==> src/rtl/imem_arbiter_pkg.sv <==
// imem_arbiter_pkg
//   Shared definitions for the instruction-ROM arbiter slice: default
//   geometry (word-address and data widths), the fetch starvation limit,
//   the response-owner encoding and the starvation counter width.
package imem_arbiter_pkg;

  localparam int AWIDTH_DEF  = 12;
  localparam int DWIDTH_DEF  = 32;
  localparam int WORDS_DEF   = 1 << AWIDTH_DEF;
  localparam int MAXWAIT_DEF = 3;

  // The counter must hold MAXWAIT, whose legal range is 1..15.
  localparam int CNT_W = 4;

  // Owner of the read that returns from the ROM in the next cycle.
  typedef enum logic [1:0] {
    OWN_NONE = 2'd0,
    OWN_IF   = 2'd1,
    OWN_LS   = 2'd2
  } owner_e;

endpackage

==> src/rtl/imem_arbiter_prio_sel.sv <==
// imem_arbiter_prio_sel
//   Two-way priority select with a starvation guard. The high-priority
//   requester wins a conflict unless the low-priority requester has already
//   lost MAXWAIT consecutive cycles, in which case the low-priority side is
//   forced through once.
// Ports:
//   clk, rst_n  clock, asynchronous active-low reset
//   lo_req      eligible low-priority request (already qualified by caller)
//   hi_req      eligible high-priority request
//   lo_gnt      low-priority grant (combinational)
//   hi_gnt      high-priority grant (combinational)
module imem_arbiter_prio_sel
  import imem_arbiter_pkg::*;
#(
  parameter int MAXWAIT = MAXWAIT_DEF
) (
  input  logic clk,
  input  logic rst_n,
  input  logic lo_req,
  input  logic hi_req,
  output logic lo_gnt,
  output logic hi_gnt
);

  localparam logic [CNT_W-1:0] CNT_MAX = CNT_W'(MAXWAIT);

  logic [CNT_W-1:0] starve_cnt_reg;
  logic [CNT_W-1:0] starve_cnt_next;
  logic             starved;

  assign starved = (starve_cnt_reg == CNT_MAX);
  assign lo_gnt  = lo_req && (!hi_req || starved);
  assign hi_gnt  = hi_req && !lo_gnt;

  // Counts only consecutive denied cycles; any cycle where the low side is
  // not asking (or is granted) starts the count over.
  always_comb begin
    starve_cnt_next = '0;
    if (lo_req && !lo_gnt) begin
      starve_cnt_next = starved ? starve_cnt_reg : starve_cnt_reg + 1'b1;
    end
  end

  always_ff @(posedge clk or negedge rst_n) begin
    if (!rst_n) begin
      starve_cnt_reg <= '0;
    end else begin
      starve_cnt_reg <= starve_cnt_next;
    end
  end

endmodule

==> src/rtl/imem_arbiter.sv <==
// imem_arbiter
//   Shares the single read port of the instruction ROM between instruction
//   fetch (IF) and the load unit (LS). One grant per cycle, load priority
//   with a starvation guard for fetch. The ROM has a fixed 1-cycle read
//   latency; the returned word is routed to whoever was granted the cycle
//   before. A fetch flush kills the fetch grant and masks a fetch response
//   returning in the same cycle.
// Ports:
//   clk, rst_n                       clock, asynchronous active-low reset
//   if_req, if_addr, if_flush        fetch request, word address, flush
//   if_gnt, if_rvalid, if_rdata      fetch grant, response valid, data
//   ls_req, ls_addr                  load request, word address
//   ls_gnt, ls_rvalid, ls_rdata      load grant, response valid, data
//   rom_addr                         address presented to the ROM
//   rom_qout                         registered ROM read data
module imem_arbiter
  import imem_arbiter_pkg::*;
#(
  parameter int AWIDTH  = AWIDTH_DEF,
  parameter int DWIDTH  = DWIDTH_DEF,
  parameter int MAXWAIT = MAXWAIT_DEF
) (
  input  logic              clk,
  input  logic              rst_n,
  input  logic              if_req,
  input  logic [AWIDTH-1:0] if_addr,
  input  logic              if_flush,
  output logic              if_gnt,
  output logic              if_rvalid,
  output logic [DWIDTH-1:0] if_rdata,
  input  logic              ls_req,
  input  logic [AWIDTH-1:0] ls_addr,
  output logic              ls_gnt,
  output logic              ls_rvalid,
  output logic [DWIDTH-1:0] ls_rdata,
  output logic [AWIDTH-1:0] rom_addr,
  input  logic [DWIDTH-1:0] rom_qout
);

  logic              if_elig;
  logic              if_gnt_raw;
  logic              ls_gnt_raw;
  owner_e            owner_reg;
  owner_e            owner_next;
  logic [AWIDTH-1:0] last_addr_reg;
  logic [AWIDTH-1:0] addr_sel;

  assign if_elig = if_req && !if_flush;

  imem_arbiter_prio_sel #(
    .MAXWAIT (MAXWAIT)
  ) u_prio_sel (
    .clk    (clk),
    .rst_n  (rst_n),
    .lo_req (if_elig),
    .hi_req (ls_req),
    .lo_gnt (if_gnt_raw),
    .hi_gnt (ls_gnt_raw)
  );

  // Grants are combinational from the requests; hold them low while reset
  // is asserted so nothing is accepted that the reset would then discard.
  // Registered state is fed from the ungated path because reset already
  // holds those flops.
  assign if_gnt = rst_n && if_gnt_raw;
  assign ls_gnt = rst_n && ls_gnt_raw;

  // With no grant the ROM keeps seeing the last granted address instead of
  // whatever an ungranted requester happens to be driving.
  assign addr_sel = if_gnt_raw ? if_addr : (ls_gnt_raw ? ls_addr : last_addr_reg);
  assign rom_addr = if_gnt ? if_addr : (ls_gnt ? ls_addr : last_addr_reg);

  always_comb begin
    owner_next = OWN_NONE;
    if (if_gnt_raw) begin
      owner_next = OWN_IF;
    end else if (ls_gnt_raw) begin
      owner_next = OWN_LS;
    end
  end

  always_ff @(posedge clk or negedge rst_n) begin
    if (!rst_n) begin
      owner_reg     <= OWN_NONE;
      last_addr_reg <= '0;
    end else begin
      owner_reg <= owner_next;
      if (if_gnt_raw || ls_gnt_raw) begin
        last_addr_reg <= addr_sel;
      end
    end
  end

  // A flush in the return cycle drops the fetch word immediately; the load
  // side never sees the flush.
  assign if_rvalid = (owner_reg == OWN_IF) && !if_flush;
  assign ls_rvalid = (owner_reg == OWN_LS);
  assign if_rdata  = if_rvalid ? rom_qout : '0;
  assign ls_rdata  = ls_rvalid ? rom_qout : '0;

endmodule

==> config.mk <==
export PLATFORM = sky130hd
export DESIGN_NAME = imem_arbiter
export DESIGN_NICKNAME = d
export VERILOG_FILES = /design/src/rtl/imem_arbiter_pkg.sv /design/src/rtl/imem_arbiter_prio_sel.sv /design/src/rtl/imem_arbiter.sv
export SDC_FILE = /design/constraint.sdc
export NUM_CORES = 1
export LEC_CHECK = 0
export CAP_MARGIN = 20
export CORE_MARGIN = 10
export CORE_UTILIZATION = 35
export DETAILED_ROUTE_END_ITERATION = 10
export PLACE_DENSITY = 0.9
export SLEW_MARGIN = 30
export SYNTH_ARGS = -nofsm -noshare
export SYNTH_HDL_FRONTEND = slang
export SYNTH_HIERARCHICAL = 1
export SYNTH_SLANG_ARGS = --single-unit
==> constraint.sdc <==
create_clock -name clk -period 4 [get_ports clk]
set_clock_uncertainty 0.05 [all_clocks]
set_input_delay 0.8 -clock clk [delete_from_list [all_inputs] [get_ports clk]]
set_output_delay 0.8 -clock clk [all_outputs]
set_load 0.02 [all_outputs]
==> impl_results.md <==
* Status: complete, no violations
* Die outline area at between 7000 and 8000 um^2
* Wire length of the first global-routing pass at 10340 um
* Post-route DRC violation count at 0
* Number of global-route vias before repair at 1859
* Die W at around 88 um
* Final Hold Violating Endpoints at 0
* Least setup slack across all paths after layout at 0.2205 ns
* Max reg flops at 12
* Filler instances at roughly 360
* Synthesized area at 1623 um^2
* Detailed-route vias per instance at 4.797
* Type of destination of the critical path: output port
* Critical path class: in -> out
* Most frequent cells in the layout: sky130_fd_sc_hd__clkdlybuf4s50_1, sky130_fd_sc_hd__and2_1, sky130_fd_sc_hd__mux2_2, sky130_fd_sc_hd__dfrtp_1, sky130_fd_sc_hd__inv_1
* Power consumption at 0.6688 mW
* Pre-CTS WS at 0.2244 ns
* Maximum fanout count along the critical path at 6
* Yosys reg bits at 18
* # resized after CTS at 0
* Worst Max-Slew Pin Slew at 0.6190 ns
* Number of buffers added by the clock tree synthesis step at 3
* Count of antenna-violating nets left after detailed routing at 0
* Static Leakage at 1.296 nW
* Register clock-pin slew on the reported worst setup and hold paths at 0.07 ns
* Dpl hpwl at roughly 6200 um
* Worst skew pair latency at ~0.25 ns
* Placeable core region at approximately 4400 um^2
* Mux share of post-synthesis cell area at ~18%
* Register-to-register setup slack at 1.83 ns
* Crit path time final at 3.779 ns
* Combinational family with the most area after synthesis: simple AND/OR/NAND/NOR gates
* Diode count at 0
* DIE HEIGHT at roughly 90 um
* XOR/XNOR share of the synthesized area at 1.079%
* Number of failing setup endpoints in the final timing report at 0
* Max Freq at 264.6 MHz
* Cell Int Power at roughly 0.46 mW
* Commonest non-fill, non-tap cell in the layout: sky130_fd_sc_hd__clkdlybuf4s50_1
* Share of cells above drive strength 1 at between 10% and 20%
* Aggregate global-route resource usage at 16.64%
* Setup_tns at 0 ns
* Maximum number of pins on one net before global-route repair at 29
* Distinct cell type count after synthesis at 23
* Routed via count at 1842
* Sequential element share of the synthesized area at 27.76%
* Power Density at roughly 210 nW/um^2
* Residual overflow from global routing at 0
* Area added between synthesis and finish at 94.53%
* Starting DRC count in detailed routing at 33
* Worst IR Drop VDD at 0.1540 mV
* Class of the tightest hold or removal check: reg -> reg
* Initial cell density of the core at 36.76%
* Count of hold-fix buffers inserted at cts at 0
* Chain of cells forming the critical path: clkdlybuf4s50_1 > nor2b_1 > inv_1 > o21a_1 > o21a_1 > buf_4 > o221ai_1 > clkdlybuf4s50_1
* Number of buffer cells added on primary ports at 140
* Share of total power in the clock network at 21.7%
* Arrival @ worst endpoint at slightly below 3 ns
* Total detailed-routing wirelength at a little over 7000 um
* Post-CTS repair timing setup buffer count at 0
* Gate count after technology mapping at 191
* CTS tree: built
* Cell at the root of the clock tree: sky130_fd_sc_hd__clkbuf_8
* Area share of fa/ha/maj cells after synthesis at 0.7710%
* Routed len/inst at 18.50 um
* I/O pins at 141
* Cell with the biggest individual delay on the critical path: sky130_fd_sc_hd__clkdlybuf4s50_1
* Number of antenna violations at the first check in global routing at 0
* Syn_area_per_cell at between 8 and 9 um^2
* Site row count at 24
* Sequential share of power at a little under a third
* Worst-case headroom to the max-slew limit at 58.65%
* Switching share of power at between 30% and 40%
* CP peak stage delay at 0.66 ns
* Complex-gate fraction of the synthesized area at 7.710%
* Number of max-cap violations at 0
* Startpoint kind of the worst setup timing path: input pin
* Power share of the combinational group at 47.4%
* Warnings from Yosys at 6
* Detailed-router iteration count before antenna repair at 4
* CTS Sinks at 18
* Number of max-slew violations in the final report at 0
* Endpoint required time on the critical path at 3.15 ns
* Final critical-path share of the clock period at 94.49%
* Setup repair after global routing missed its margin: false
* Syn_nets at approximately 250
* Switching pwr at 0.2047 mW
* CTS H-Tree Depth at 1
* Post-synthesis share of cell area spent on and, or, nand and nor gates at 36.62%
* Placer Congestion at 0.8076
* Layout net count at 395
* Clock tree buffer depth at 2
## area by class of cell
class	instances	area, um^2	area share, %
Inverter	14	52.55	1.665
Sequential cell	18	450.4	14.27
Multi-Input combinational cell	144	1042	33.02
Timing Repair Buffer	152	1491	47.25
Clock buffer	4	55.05	1.744
Tap cell	52	65.06	2.061
## path summary, 6_finish.rpt
| path | from | endpoint | cells after the start |
|---|---|---|---|
| setup / recovery | if_flush | rom_addr[2] | 8 |
| hold / removal | u_prio_sel/starve_cnt_reg[0] | u_prio_sel/starve_cnt_reg[0] | 1 |
| setup reg to reg | u_prio_sel/starve_cnt_reg[0] | last_addr_reg[7] | 6 |
| hold reg to reg | u_prio_sel/starve_cnt_reg[0] | u_prio_sel/starve_cnt_reg[0] | 1 |
| max in group asynchronous | rst_n | last_addr_reg[7] | 2 |
| min in group asynchronous | rst_n | u_prio_sel/starve_cnt_reg[1] | 2 |
## through the flow
step                hold slack, ns  cells  utilization [%]  area, um^2
CTS                         0.4112    384            71.51        3157
floorplan                   0.3802    191                -        1623
detailed placement          0.4019    380            70.27        3102
global placement            0.3935    380            70.27        3102
global route                0.4394    384            71.51        3157
finish                      0.4096    384            71.51        3157
## per-layer routing
layer  global-route usage, %  vias to the layer above  wire, um
li1                        -                      917         -
met1                   17.22                      839      2593
met2                   32.74                       84      3778
met3                   4.828                        2       719
met4                   2.140                        0        12
met5                       0                        -         0
## power by group through the flow
stage | Clock (mW) | Sequential [mW] | Combinational, mW
floorplan | 0 | 0.208 | 0.147
global placement | 0 | 0.209 | 0.313
detailed placement | 0 | 0.210 | 0.319
CTS | 0.149 | 0.207 | 0.321
global route | 0.161 | 0.209 | 0.338
finish | 0.145 | 0.207 | 0.317
## synth_stat cells, drive strengths merged
cell type | count | area [um^2]
nor2b | 3 | 18.77
or3b | 1 | 8.760
xor2 | 1 | 8.760
nand2 | 12 | 45.04
inv | 14 | 52.55
nand3 | 14 | 75.07
clkbuf | 8 | 30.03
nor2 | 4 | 15.01
and2 | 66 | 412.9
mux2 | 24 | 289.0
xnor2 | 1 | 8.760
ha | 1 | 12.51
nor3b | 1 | 12.51
o21a | 2 | 15.01
a21oi | 1 | 5.000
nand2b | 1 | 6.260
buf | 7 | 51.29
dfrtp | 18 | 450.4
o221ai | 12 | 105.1
## kinds of logic (layout without fill, tap and decap cells)
logic type | Yosys count | after routing
and+or+nand+nor | 102 | 102
buffers and inverters | 29 | 170
muxes | 24 | 24
DFF | 18 | 18
AOI/OAI and AO/OA | 15 | 15
xor gates and xnor gates | 2 | 2
adders and majority gates | 1 | 1
## worst max-delay path: cells and delay by family
kind / cells / cell delay (ns)
AO/OA/AOI/OAI: 3 / 0.57
AND/OR/NAND/NOR: 1 / 0.21
buffers and inverters: 4 / 1.36
(Power assumes the default switching activity.)
